File: config.mk
export PLATFORM = sky130hd
export DESIGN_NAME = ball_field
export DESIGN_NICKNAME = d
export VERILOG_FILES = /design/src/rtl/ball_field.sv
export SDC_FILE = /design/constraint.sdc
export NUM_CORES = 1
export LEC_CHECK = 0
export ABC_CLOCK_PERIOD_IN_PS = 7610
export CAP_MARGIN = 20
export CORE_MARGIN = 4
export CORE_UTILIZATION = 35
export DETAILED_ROUTE_END_ITERATION = 10
export PLACE_DENSITY = 0.49
export REMOVE_ABC_BUFFERS = 1
export SYNTH_ARGS = -nofsm -noshare
export SYNTH_HDL_FRONTEND = slang
export SYNTH_SLANG_ARGS = --single-unit
export TNS_END_PERCENT = 10
File: constraint.sdc
create_clock -name pclk -period 7.61 [get_ports pclk]
set_input_delay 1.1415 -clock pclk [delete_from_list [all_inputs] [get_ports pclk]]
set_output_delay 1.1415 -clock pclk [all_outputs]
set_load 0.01 [all_outputs]
File: src/rtl/ball_field.sv
// Bouncing-ball sprite field: one ball position update per cycle after each frame
// start, and a registered per-pixel hit test against the stored ball positions.
module ball_field #(
  parameter int N_BALLS      = 8,
  parameter int X_RES        = 640,
  parameter int Y_RES        = 480,
  parameter int BALL_SIZE    = 16,
  parameter int START_STEP_X = 40,
  parameter int START_STEP_Y = 24,
  parameter int CNT_W        = 11,
  localparam int IDX_W       = (N_BALLS > 1) ? $clog2(N_BALLS) : 1
) (
  input  logic             pclk,
  input  logic             reset_n,
  input  logic [CNT_W-1:0] i_hcnt,
  input  logic [CNT_W-1:0] i_vcnt,
  input  logic             i_frame_start,
  input  logic             i_enable,
  input  logic [1:0]       i_speed,
  output logic             o_draw,
  output logic [IDX_W-1:0] o_index,
  output logic             o_busy,
  output logic [15:0]      o_bounce_cnt
);

  localparam int X_SPAN = X_RES - BALL_SIZE;
  localparam int Y_SPAN = Y_RES - BALL_SIZE;
  localparam logic [CNT_W-1:0] LIM_X = CNT_W'(X_SPAN);
  localparam logic [CNT_W-1:0] LIM_Y = CNT_W'(Y_SPAN);

  typedef enum logic {IDLE, UPDATE} state_t;

  state_t           state_q, state_d;
  logic [IDX_W-1:0] idx_q, idx_d;
  logic [1:0]       speed_q, speed_d;
  logic [CNT_W-1:0] pos_x_q [N_BALLS];
  logic [CNT_W-1:0] pos_x_d [N_BALLS];
  logic [CNT_W-1:0] pos_y_q [N_BALLS];
  logic [CNT_W-1:0] pos_y_d [N_BALLS];
  logic [N_BALLS-1:0] neg_x_q, neg_x_d, neg_y_q, neg_y_d;
  logic [15:0]      bounce_q, bounce_d;
  logic             draw_q, draw_d;
  logic [IDX_W-1:0] index_q, index_d;
  logic [CNT_W-1:0] step_x, step_y;
  logic [CNT_W:0]   mv_x, mv_y;

  function automatic logic [CNT_W-1:0] start_pos(input int i, input int step, input int span);
    return CNT_W'((i * step) % span);
  endfunction

  // Returns {flip, new_pos}; the sum is one bit wider so it can never wrap.
  function automatic logic [CNT_W:0] axis_move(input logic [CNT_W-1:0] pos,
                                               input logic             neg,
                                               input logic [CNT_W-1:0] step,
                                               input logic [CNT_W-1:0] lim);
    logic [CNT_W:0] sum;
    sum = {1'b0, pos} + {1'b0, step};
    if (!neg) begin
      if (sum >= {1'b0, lim}) return {1'b1, lim};
      return {1'b0, sum[CNT_W-1:0]};
    end
    if (pos <= step) return {1'b1, {CNT_W{1'b0}}};
    return {1'b0, pos - step};
  endfunction

  function automatic logic [15:0] bounce_sat(input logic [15:0] cnt, input logic [1:0] inc);
    logic [16:0] sum;
    sum = {1'b0, cnt} + {15'd0, inc};
    return sum[16] ? 16'hFFFF : sum[15:0];
  endfunction

  function automatic logic inside_ball(input logic [CNT_W-1:0] c, input logic [CNT_W-1:0] p);
    return ({1'b0, c} >= {1'b0, p}) &&
           ({1'b0, c} < ({1'b0, p} + (CNT_W+1)'(BALL_SIZE)));
  endfunction

  always_comb begin
    state_d  = state_q;
    idx_d    = idx_q;
    speed_d  = speed_q;
    pos_x_d  = pos_x_q;
    pos_y_d  = pos_y_q;
    neg_x_d  = neg_x_q;
    neg_y_d  = neg_y_q;
    bounce_d = bounce_q;
    step_x   = '0;
    step_y   = '0;
    mv_x     = '0;
    mv_y     = '0;
    case (state_q)
      IDLE: begin
        if (i_frame_start && i_enable) begin
          state_d = UPDATE;
          idx_d   = '0;
          speed_d = i_speed;
        end
      end
      UPDATE: begin
        step_x = CNT_W'(1 + int'(idx_q) % 4) << speed_q;
        step_y = CNT_W'(1 + (int'(idx_q) + 1) % 4) << speed_q;
        mv_x   = axis_move(pos_x_q[idx_q], neg_x_q[idx_q], step_x, LIM_X);
        mv_y   = axis_move(pos_y_q[idx_q], neg_y_q[idx_q], step_y, LIM_Y);
        pos_x_d[idx_q] = mv_x[CNT_W-1:0];
        pos_y_d[idx_q] = mv_y[CNT_W-1:0];
        neg_x_d[idx_q] = neg_x_q[idx_q] ^ mv_x[CNT_W];
        neg_y_d[idx_q] = neg_y_q[idx_q] ^ mv_y[CNT_W];
        bounce_d = bounce_sat(bounce_q, {1'b0, mv_x[CNT_W]} + {1'b0, mv_y[CNT_W]});
        if (idx_q == IDX_W'(N_BALLS - 1)) state_d = IDLE;
        else                              idx_d   = idx_q + 1'b1;
      end
    endcase
  end

  // Descending scan so the lowest-index hit is the one that sticks.
  always_comb begin
    draw_d  = 1'b0;
    index_d = '0;
    for (int i = N_BALLS - 1; i >= 0; i--) begin
      if (inside_ball(i_hcnt, pos_x_q[i]) && inside_ball(i_vcnt, pos_y_q[i])) begin
        draw_d  = 1'b1;
        index_d = IDX_W'(i);
      end
    end
  end

  always_ff @(posedge pclk or negedge reset_n) begin
    if (!reset_n) begin
      state_q  <= IDLE;
      idx_q    <= '0;
      speed_q  <= '0;
      neg_x_q  <= '0;
      neg_y_q  <= '0;
      bounce_q <= '0;
      draw_q   <= 1'b0;
      index_q  <= '0;
      for (int i = 0; i < N_BALLS; i++) begin
        pos_x_q[i] <= start_pos(i, START_STEP_X, X_SPAN);
        pos_y_q[i] <= start_pos(i, START_STEP_Y, Y_SPAN);
      end
    end else begin
      state_q  <= state_d;
      idx_q    <= idx_d;
      speed_q  <= speed_d;
      neg_x_q  <= neg_x_d;
      neg_y_q  <= neg_y_d;
      bounce_q <= bounce_d;
      draw_q   <= draw_d;
      index_q  <= index_d;
      pos_x_q  <= pos_x_d;
      pos_y_q  <= pos_y_d;
    end
  end

  assign o_draw       = draw_q;
  assign o_index      = index_q;
  assign o_busy       = (state_q == UPDATE);
  assign o_bounce_cnt = bounce_q;

endmodule

==> results of run 1 <==
[layer usage]
layer  track usage (%)  up-vias
met5                 0        -
met4              5.19        2
met3              2.58       88
met2              37.6      338
met1              27.9     8396
li1                  -     8342
[per-stage QoR]
stage | instance area [um^2] | total power, mW | utilization, % | hold WS [ns] | std cells
6_report | 22700 | 7.79 | 39.9 | 0.477 | 3112
5_1_grt | 22700 | 8.46 | 39.9 | 0.498 | 3111
4_1_cts | 22700 | 7.86 | 39.9 | 0.485 | 3111
3_5_place_dp | 21700 | 6.39 | 38.1 | 0.471 | 3057
3_3_place_gp | 21600 | 6.32 | 38.1 | 0.463 | 3055
2_1_floorplan | 20000 | 4.83 | - | 0.445 | 2225
[final cells by class]
type	count	share of cell area [%]
multi-input combinational	1778	60.0
sequential	218	24.3
tap	756	4.17
inverter	229	3.79
clock buffer	38	3.61
timing repair buffer	76	3.30
clock inverter	16	0.789
antenna	1	0.0110
[critical path, stage by stage, from the launching register on]
cell and delay [ns]:
dfrtp_2 0.57, inv_2 0.53, ha_1 0.41, nor2_1 0.14, nor2_1 0.05, or2_2 0.34, ha_1 0.35, nor2b_1 0.18
o311a_1 0.33, o31a_1 0.22, mux2_2 0.35, a311o_1 0.38, o21ai_2 0.36, nand2_1 0.22, fa_1 0.43, inv_1 0.08
ha_1 0.18, nand3_1 0.11, nor2_1 0.17, nand2_1 0.09, or3_1 0.56, o21ai_0 0.15
[cells in the final DEF (no fill, tap or decap), types with 29 or more instances in the layout]
master,netlist,layout
ha_1,332,332
nand2_1,297,295
inv_1,228,228
o21ai_0,206,206
dfrtp_1,181,178
xnor2_1,93,93
a21oi_1,82,82
nor2_1,72,72
o21ai_1,68,68
nand3_1,68,64
mux4_2,47,47
clkdlybuf4s50_1,0,47
o21a_1,43,43
nor2b_1,40,40
nand4_1,40,40
nor3_1,37,37
dfstp_2,37,37
a21o_1,35,35
clkbuf_16,0,29
[registers in the layout, indices dropped and copies added, names as in the netlist]
name	flops
pos_x_q	88
o_draw	1
speed_q	2
o_index	3
o_bounce_cnt	16
neg_y_q	8
neg_x_q	8
pos_y_q	88
o_busy	1
idx_q	3
[path summary, 6_finish.rpt]
| check | slack [ns] | to | depth (start not counted) |
|---|---|---|---|
| min in group asynchronous | 0.61 | o_bounce_cnt[14] | 1 |
| worst max register to register | 1.27 | o_bounce_cnt[6] | 21 |
| worst min-delay path | 0.48 | neg_y_q[6] | 2 |
| max in group asynchronous | 5.82 | pos_x_q[31] | 2 |
| worst min register to register | 0.48 | neg_y_q[6] | 2 |
| worst max-delay path | 1.27 | o_bounce_cnt[6] | 21 |
[cell usage after synthesis (8+ instances only)]
| cell | number |
|---|---|
| a31oi_1 | 13 |
| a21o_1 | 35 |
| nor2_1 | 72 |
| a21oi_1 | 82 |
| o31ai_1 | 8 |
| a211oi_1 | 19 |
| and3_1 | 18 |
| mux2i_1 | 19 |
| xnor2_1 | 93 |
| nor2b_1 | 40 |
| mux2_2 | 17 |
| a2111oi_0 | 9 |
| nor4_1 | 9 |
| nand2b_1 | 27 |
| nor3_1 | 37 |
| mux4_2 | 47 |
| o211ai_1 | 14 |
| o21a_1 | 43 |
| dfstp_2 | 37 |
| nand4_1 | 40 |
| nand2_1 | 297 |
| ha_1 | 332 |
| and2_1 | 10 |
| clkbuf_1 | 53 |
| nand3_1 | 68 |
| o21ai_0 | 206 |
| dfrtp_1 | 181 |
| o21ai_1 | 68 |
| inv_1 | 228 |
| a211o_1 | 9 |
[cell families after synthesis]
kind of cell | after synthesis | synth area share, %
fa+ha+maj | 337 | 21.0
xor+xnor | 99 | 4.28
simple gates | 654 | 15.3
buf+inv | 302 | 5.83
flops | 218 | 27.1
compound gates | 601 | 19.0
mux | 87 | 7.55
[power groups by stage]
stage               combinational [mW]  sequential [mW]  clock, mW
global route                      4.99             1.96       1.51
global placement                  4.39             1.93          0
finish                            4.44             1.91       1.43
CTS                               4.48             1.91       1.47
floorplan                         2.99             1.83          0
detailed placement                4.46             1.93          0
==> results.yml, run 1 <==
outcome:
  status: "completed"
critical_path:
  required_ns: 8.09
  crit_type: "reg2reg"
  crit_path_start: "idx_q[0]"
  critPathLaunchType: "flop"
  end_kind: "flop"
  crit_fanout: 20
  r2r-start: "idx_q[0]"
  arrival_ns: 6.82
timing:
  postLayoutSetupSlackWorst_ns: 1.27
  max_freq_mhz: 158
  report.final.slew_viol_count: 0
  setup_viol: 0
  min_period_over_period_pct: 83.3
  finalHoldViolCount: 0
  rsz0062_at_grt: "false"
  layout_min_cycle_time_ns: 6.34
  tightest_slew_ns: 1.20
  setup_tns_ns: 0
  skew_ns: 0.0190
  max_slew_margin_pct: 20.3
clock_tree:
  cts_tree: "done"
  cts.repair.resized: 0
  path_clk_slew_ns: 0.06
  htree_levels: 1
  holdBufCountCts: 0
  cts.sinks: 218
  cts_buffers: 29
  cts-root-buf: "clkbuf_16"
  clock_path_buffers: 3
  clock_latency_ns: 0.58
  cts_setup_buffers: 0
logic_synthesis:
  yosysWarningCount: 0
  synth_cell_types: 98
  synth.area.top_cells: "dfrtp_1 (22%), ha_1 (20%), nand2_1 (5.5%)"
  synth_top_area_share_pct: 22.3
  async_flop_share_pct: 100
  synth_area_leader_cell: "dfrtp_1"
  synth-edff-count: 0
  syn_area_per_cell_um2: 8.82
  synth_area_um2: 20300
  ys_seq_area_share_pct: 27.1
  ys_ff_latch: 218
  synthCells: 2298
  synth_ff_type: "dfrtp_1"
run:
  cap_violations: 0
finish:
  fillers: 5725
  multi_input_area_um2: 13600
  fin_nets: 2697
  area_growth_pct: 11.8
  drive_gt1_share_pct: 9.51
  seq_area_um2: 5510
placement:
  gp_congestion: 0.886
  place_hpwl_mm: 52.0
  dpl_worst_slack_ns: 1.35
  io_buffers: 48
global_route:
  grt_pass1_vias: 17100
  antenna_found_initial: 1
  grt_pass1_wl_mm: 104
  grt.total_usage_pct: 21.3
  grt_max_degree: 121
  grt_overflow: 0
power_and_ir_drop:
  combPwrFrac_pct: 57.1
  p_sw_mw: 3.77
  intPower_mw: 4.02
  p_per_area_nw_per_um2: 343
  power.leakage_nw: 9.62
  p_clk_share_pct: 18.4
  switching_share_pct: 48.3
  seqPwrFrac_pct: 24.6
  ir_drop_uv: 219
routing:
  met3_length_mm: 2.59
  top_layer: "met5"
  drc: 0
  dr_wl_met2_mm: 33.1
  wl_met1_mm: 29.8
  drtAntennaViolNets: 0
  routedWlPerCell_um: 21.6
  routed-via-count: 17200
  viasPerCell: 5.52
  drt_wl_total_mm: 67.4
  first_pass_iters: 5
  drt-initial-drc-count: 1033
worst_hold_path:
  min_from: "neg_y_q[6]"
  hold_class: "reg2reg"
floorplanning:
  rows: 87
  core_um2: 56800
  ios: 49
  floorplan.die_area_um2: 61800
  start_util_pct: 35.7
  die_h_um: 249
  die_x_um: 249
(Power assumes the default switching activity.)
==> run 2, diff against run 1 <==
Settings changed: ABC_CLOCK_PERIOD_IN_PS 7610 to 5200, PLACE_DENSITY 0.49 to 0.51.
Clock period 7.61 ns to 5.2 ns, I/O delays scaled along.
==> results.yml, run 2 (same netlist as run 1, synthesis figures left out) <==
critical_path:
  end_kind: "flop"
  crit_fanout: 4
  crit_type: "reg2reg"
  r2r-start: "idx_q[0]"
  arrival_ns: 5.55
  critPathLaunchType: "flop"
  r2r-end: "o_bounce_cnt[6]"
  rrSetupSlack_ns: 0.12
  required_ns: 5.67
  reg2regPathDepth: 21
timing:
  finalHoldViolCount: 0
  max_freq_mhz: 197
  setup_viol: 0
  min_period_over_period_pct: 97.7
  layout_min_cycle_time_ns: 5.08
  tightest_slew_ns: 1.21
  max_slew_margin_pct: 19.4
  report.final.slew_viol_count: 0
  skew_ns: 0.0311
  rsz0062_at_grt: "true"
placement:
  dpl-instance-area_um2: 22400
  gp_congestion: 0.921
  io_buffers: 48
  place_hpwl_mm: 54.9
clock_tree:
  cts-root-buf: "clkbuf_16"
  clock_latency_ns: 0.57
  cts_buffers: 29
  holdBufCountCts: 0
  path_clk_slew_ns: 0.07
  cts_tree: "done"
  cts.sinks: 218
  clock_path_buffers: 3
  htree_levels: 1
global_route:
  grt_pass1_wl_mm: 108
  grt_overflow: 0
  grt_pass1_vias: 17900
  grt.total_usage_pct: 22.2
  antenna_found_initial: 7
  grt_max_degree: 118
outcome:
  status: "completed"
power_and_ir_drop:
  power.leakage_nw: 10.1
  power_mw: 12.3
  p_per_area_nw_per_um2: 520
  ir_drop_uv: 333
finish:
  fin_nets: 2795
  area_growth_pct: 16.6
  final_common_cell: "ha_1"
  n_antenna_cell: 0
  layout_common_cells: "ha_1 (329), nand2_1 (294), inv_1 (227)"
  finish.instance_area_um2: 23600
  drive_gt1_share_pct: 13.7
  fillers: 5711
routing:
  routedWlPerCell_um: 22.0
  drt-initial-drc-count: 1106
  drc: 0
  wl_met1_mm: 30.4
  first_pass_iters: 5
  drt_wl_total_mm: 70.7
  top_layer: "met5"
  met3_length_mm: 3.36
  viasPerCell: 5.55
  dr_wl_met2_mm: 33.5
  drtAntennaViolNets: 0
  routed-via-count: 17800
floorplanning:
  start_util_pct: 35.7
  die_h_um: 249
  die_x_um: 249
  floorplan.die_area_um2: 61800
  core_um2: 56800
  rows: 87
  ios: 49
worst_hold_path:
  hold_class: "in2async"
run:
  cap_violations: 0
-- run 2: changes by cell type in the layout (fill, tap and decap cells not counted), sizes merged --
cell / before / now
inv: 231 / 229
buf: 29 / 125
clkbuf: 38 / 40
clkinvlp: 2 / 3
bufinv: 3 / 5
clkinv: 9 / 7
diode: 1 / 0
-- run 2: repair_timing --
item / 4_1_cts / 5_1_grt
endpoints found under the setup margin: 1 / 16
pin swaps: 0 / 7
gates resized for setup: 1 / 24
buffers inserted: 0 / 10
cloned: 0 / 2
-- run 2: power breakdown --
part	leakage [nW]	switching [mW]	internal (mW)
clock network	0.491	0.818	1.32
logic	6.84	4.39	3.07
registers	2.80	0.532	2.17
-- run 2: through the flow --
| stage | instances | setup WS [ns] | hold WS (ns) | setup TNS (ns) | utilization, % |
|---|---|---|---|---|---|
| after floorplan | 2225 | -1.51 | 0.445 | -89.96 | - |
| after global placement | 3140 | 0.0837 | 0.460 | 0 | 39.3 |
| after detailed placement | 3141 | 0.0372 | 0.466 | 0 | 39.3 |
| after CTS | 3194 | 0.000585 | 0.298 | 0 | 41.1 |
| after global routing | 3208 | -0.0828 | 0.344 | -0.547 | 41.6 |
| final | 3208 | 0.120 | 0.288 | 0 | 41.6 |
-- run 2: worst max-delay path by stage --
| stage | startpoint | endpoint | cells past startpoint |
|---|---|---|---|
| floorplan | idx_q[0] | o_bounce_cnt[2] | 21 |
| global placement | idx_q[0] | o_bounce_cnt[2] | 20 |
| detailed placement | idx_q[2] | o_bounce_cnt[12] | 21 |
| CTS | idx_q[0] | o_bounce_cnt[2] | 21 |
| global route | idx_q[0] | o_bounce_cnt[6] | 21 |
| finish | idx_q[0] | o_bounce_cnt[6] | 21 |
-- run 2: layout make-up --
type	count	area [um^2]	share of cell area, %
clock buffer	38	800	3.38
sequential	218	5510	23.3
multi-input combinational	1778	13700	58.0
clock inverter	15	208	0.878
tap	756	946	4.00
timing repair buffer	174	1620	6.84
inverter	229	860	3.64
-- run 2: per-layer routing --
layer / GRT usage [%] / up-vias
met2: 37.9 / 421
met4: 9.54 / 10
met1: 27.8 / 8710
met3: 3.79 / 141
li1: - / 8537
met5: 0 / -
-- run 2: critical path, stage by stage, from the launching register on --
cell	delay [ns]
dfrtp_2	0.47
buf_12	0.15
mux4_2	0.52
mux2i_1	0.20
inv_1	0.13
ha_4	0.29
nor2b_1	0.05
o311a_1	0.39
o31a_1	0.33
mux2_2	0.28
a311o_1	0.34
o21ai_2	0.17
nand2_2	0.10
fa_2	0.39
inv_2	0.09
ha_4	0.14
nand3_2	0.09
nor2_2	0.18
nand2_1	0.09
or3_4	0.38
buf_4	0.15
o21ai_0	0.07
==> run 3, diff against run 2 <==
Settings changed: CAP_MARGIN 20 to not set, RECOVER_POWER set to 100.
==> results.yml, run 3 (same netlist as run 1, synthesis figures left out) <==
outcome:
  status: "complete, but fails checks"
  violations: "capacitance limit, slew limit"
floorplanning:
  start_util_pct: 35.7
  rows: 87
  die_x_um: 249
  core_um2: 56800
  ios: 49
  die_h_um: 249
  floorplan.die_area_um2: 61800
placement:
  io_buffers: 48
  gp_congestion: 0.921
  dpl-instance-area_um2: 22300
  place_hpwl_mm: 54.8
clock_tree:
  cts_tree: "done"
  path_clk_slew_ns: 0.06
  htree_levels: 1
  cts-root-buf: "clkbuf_16"
  cts_buffers: 29
  clock_latency_ns: 0.57
  clock_path_buffers: 3
  cts.sinks: 218
  holdBufCountCts: 0
global_route:
  grt_overflow: 0
  grt_pass1_vias: 17800
  grt_pass1_wl_mm: 107
  grt.total_usage_pct: 22.1
  grt_max_degree: 118
  antenna_found_initial: 5
power_and_ir_drop:
  ir_drop_uv: 301
  power_mw: 12.2
  power.leakage_nw: 10.1
  p_sw_mw: 5.72
  seqPwrFrac_pct: 22.1
  switching_share_pct: 46.9
  intPower_mw: 6.48
  combPwrFrac_pct: 60.5
  p_per_area_nw_per_um2: 519
  p_clk_share_pct: 17.3
routing:
  drc: 0
  routedWlPerCell_um: 22.1
  viasPerCell: 5.55
  first_pass_iters: 6
  drt-initial-drc-count: 1075
  drt_wl_total_mm: 70.7
  routed-via-count: 17800
  drtAntennaViolNets: 0
timing:
  layout_min_cycle_time_ns: 4.99
  min_period_over_period_pct: 96.0
  max_freq_mhz: 200
  report.final.slew_viol_count: 221
  tightest_slew_ns: 2.69
  setup_tns_ns: 0
  setup_viol: 0
  max_slew_margin_pct: -79.5
  worst_hold_slack_ns: 0.480
  finalHoldViolCount: 0
  rsz0062_at_grt: "true"
  skew_ns: 0.0257
finish:
  layout_common_cells: "ha_1 (330), nand2_1 (294), inv_1 (227)"
  final_common_cell: "ha_1"
  area_growth_pct: 15.8
  utilization_pct: 41.3
  drive_gt1_share_pct: 13.3
  fin_nets: 2789
  fillers: 5727
  finish.instance_area_um2: 23500
  n_antenna_cell: 0
worst_hold_path:
  hold_class: "reg2reg"
critical_path:
  rrSetupSlack_ns: 0.21
  crit_fanout: 9
  crit_type: "reg2reg"
  end_kind: "flop"
  arrival_ns: 5.47
  critPathLaunchType: "flop"
  required_ns: 5.68
run:
  cap_violations: 2
run 3: cell count changes in the layout (fill, tap and decap cells not counted), sizes merged:
cell / delta
dlygate4sd3: +13
inv: +1
clkinv: +1
clkbuf: +4
buf: -9
clkdlybuf4s50: -13
bufinv: -1
clkinvlp: -2
run 3: worst paths after layout:
| check | from | to | depth (start not counted) |
|---|---|---|---|
| setup / recovery | idx_q[0] | o_bounce_cnt[2] | 21 |
| hold / removal | neg_y_q[7] | neg_y_q[7] | 2 |
| min in group asynchronous | reset_n | pos_y_q[2] | 1 |
| hold reg to reg | neg_y_q[7] | neg_y_q[7] | 2 |
| max in group asynchronous | reset_n | idx_q[0] | 2 |
| setup reg to reg | idx_q[0] | o_bounce_cnt[2] | 21 |
run 3: through the flow:
step                      instances  worst slack (ns)
final                          3202             0.208
after floorplan                2225             -1.51
after CTS                      3193            0.0392
after detailed placement       3140            0.0258
after global placement         3140            0.0837
after global routing           3202           -0.0715
run 3: worst max-delay path, cell delays in order (launching register included):
cell     delay, ns
dfrtp_2       0.46
buf_12        0.16
mux4_2        0.52
mux2i_1       0.18
inv_1         0.10
ha_1          0.30
nor2b_1       0.06
o311a_1       0.39
o31a_1        0.27
mux2_2        0.27
a311o_1       0.34
o21ai_2       0.18
nand2_2       0.10
fa_2          0.36
inv_2         0.08
ha_4          0.14
nand3_2       0.09
nor2_2        0.17
nand2_1       0.10
or3_4         0.38
buf_4         0.17
o21ai_0       0.07
run 3: layout make-up:
cell class | instances | area, um^2 | share of cell area (%)
clock buffer | 39 | 823 | 3.51
clock inverter | 14 | 176 | 0.751
inverter | 229 | 860 | 3.66
multi-input combinational | 1778 | 13700 | 58.3
sequential | 218 | 5510 | 23.4
tap | 756 | 946 | 4.03
timing repair buffer | 168 | 1480 | 6.31
run 3: what timing repair did:
item / 4_1_cts / 5_1_grt
gates resized for setup: 1 / 19
pin swaps: 0 / 6
gates cloned: 0 / 2
setup buffers: 0 / 7
endpoints found under the setup margin: 1 / 16
run 3: layer usage:
layer	up-vias	track usage (%)	wire [um]
li1	8520	-	-
met1	8639	28.1	30200
met2	451	37.1	33200
met3	145	3.06	3510
met4	4	10.5	3720
met5	-	0	33
run 3: power by group through the flow:
stage               sequential [mW]  combinational (mW)  clock, mW
global placement               2.70                7.11          0
global route                   2.75                8.19       2.22
finish                         2.70                7.38       2.12
CTS                            2.69                7.26       2.16
detailed placement             2.71                7.21          0
floorplan                      2.68                4.38          0
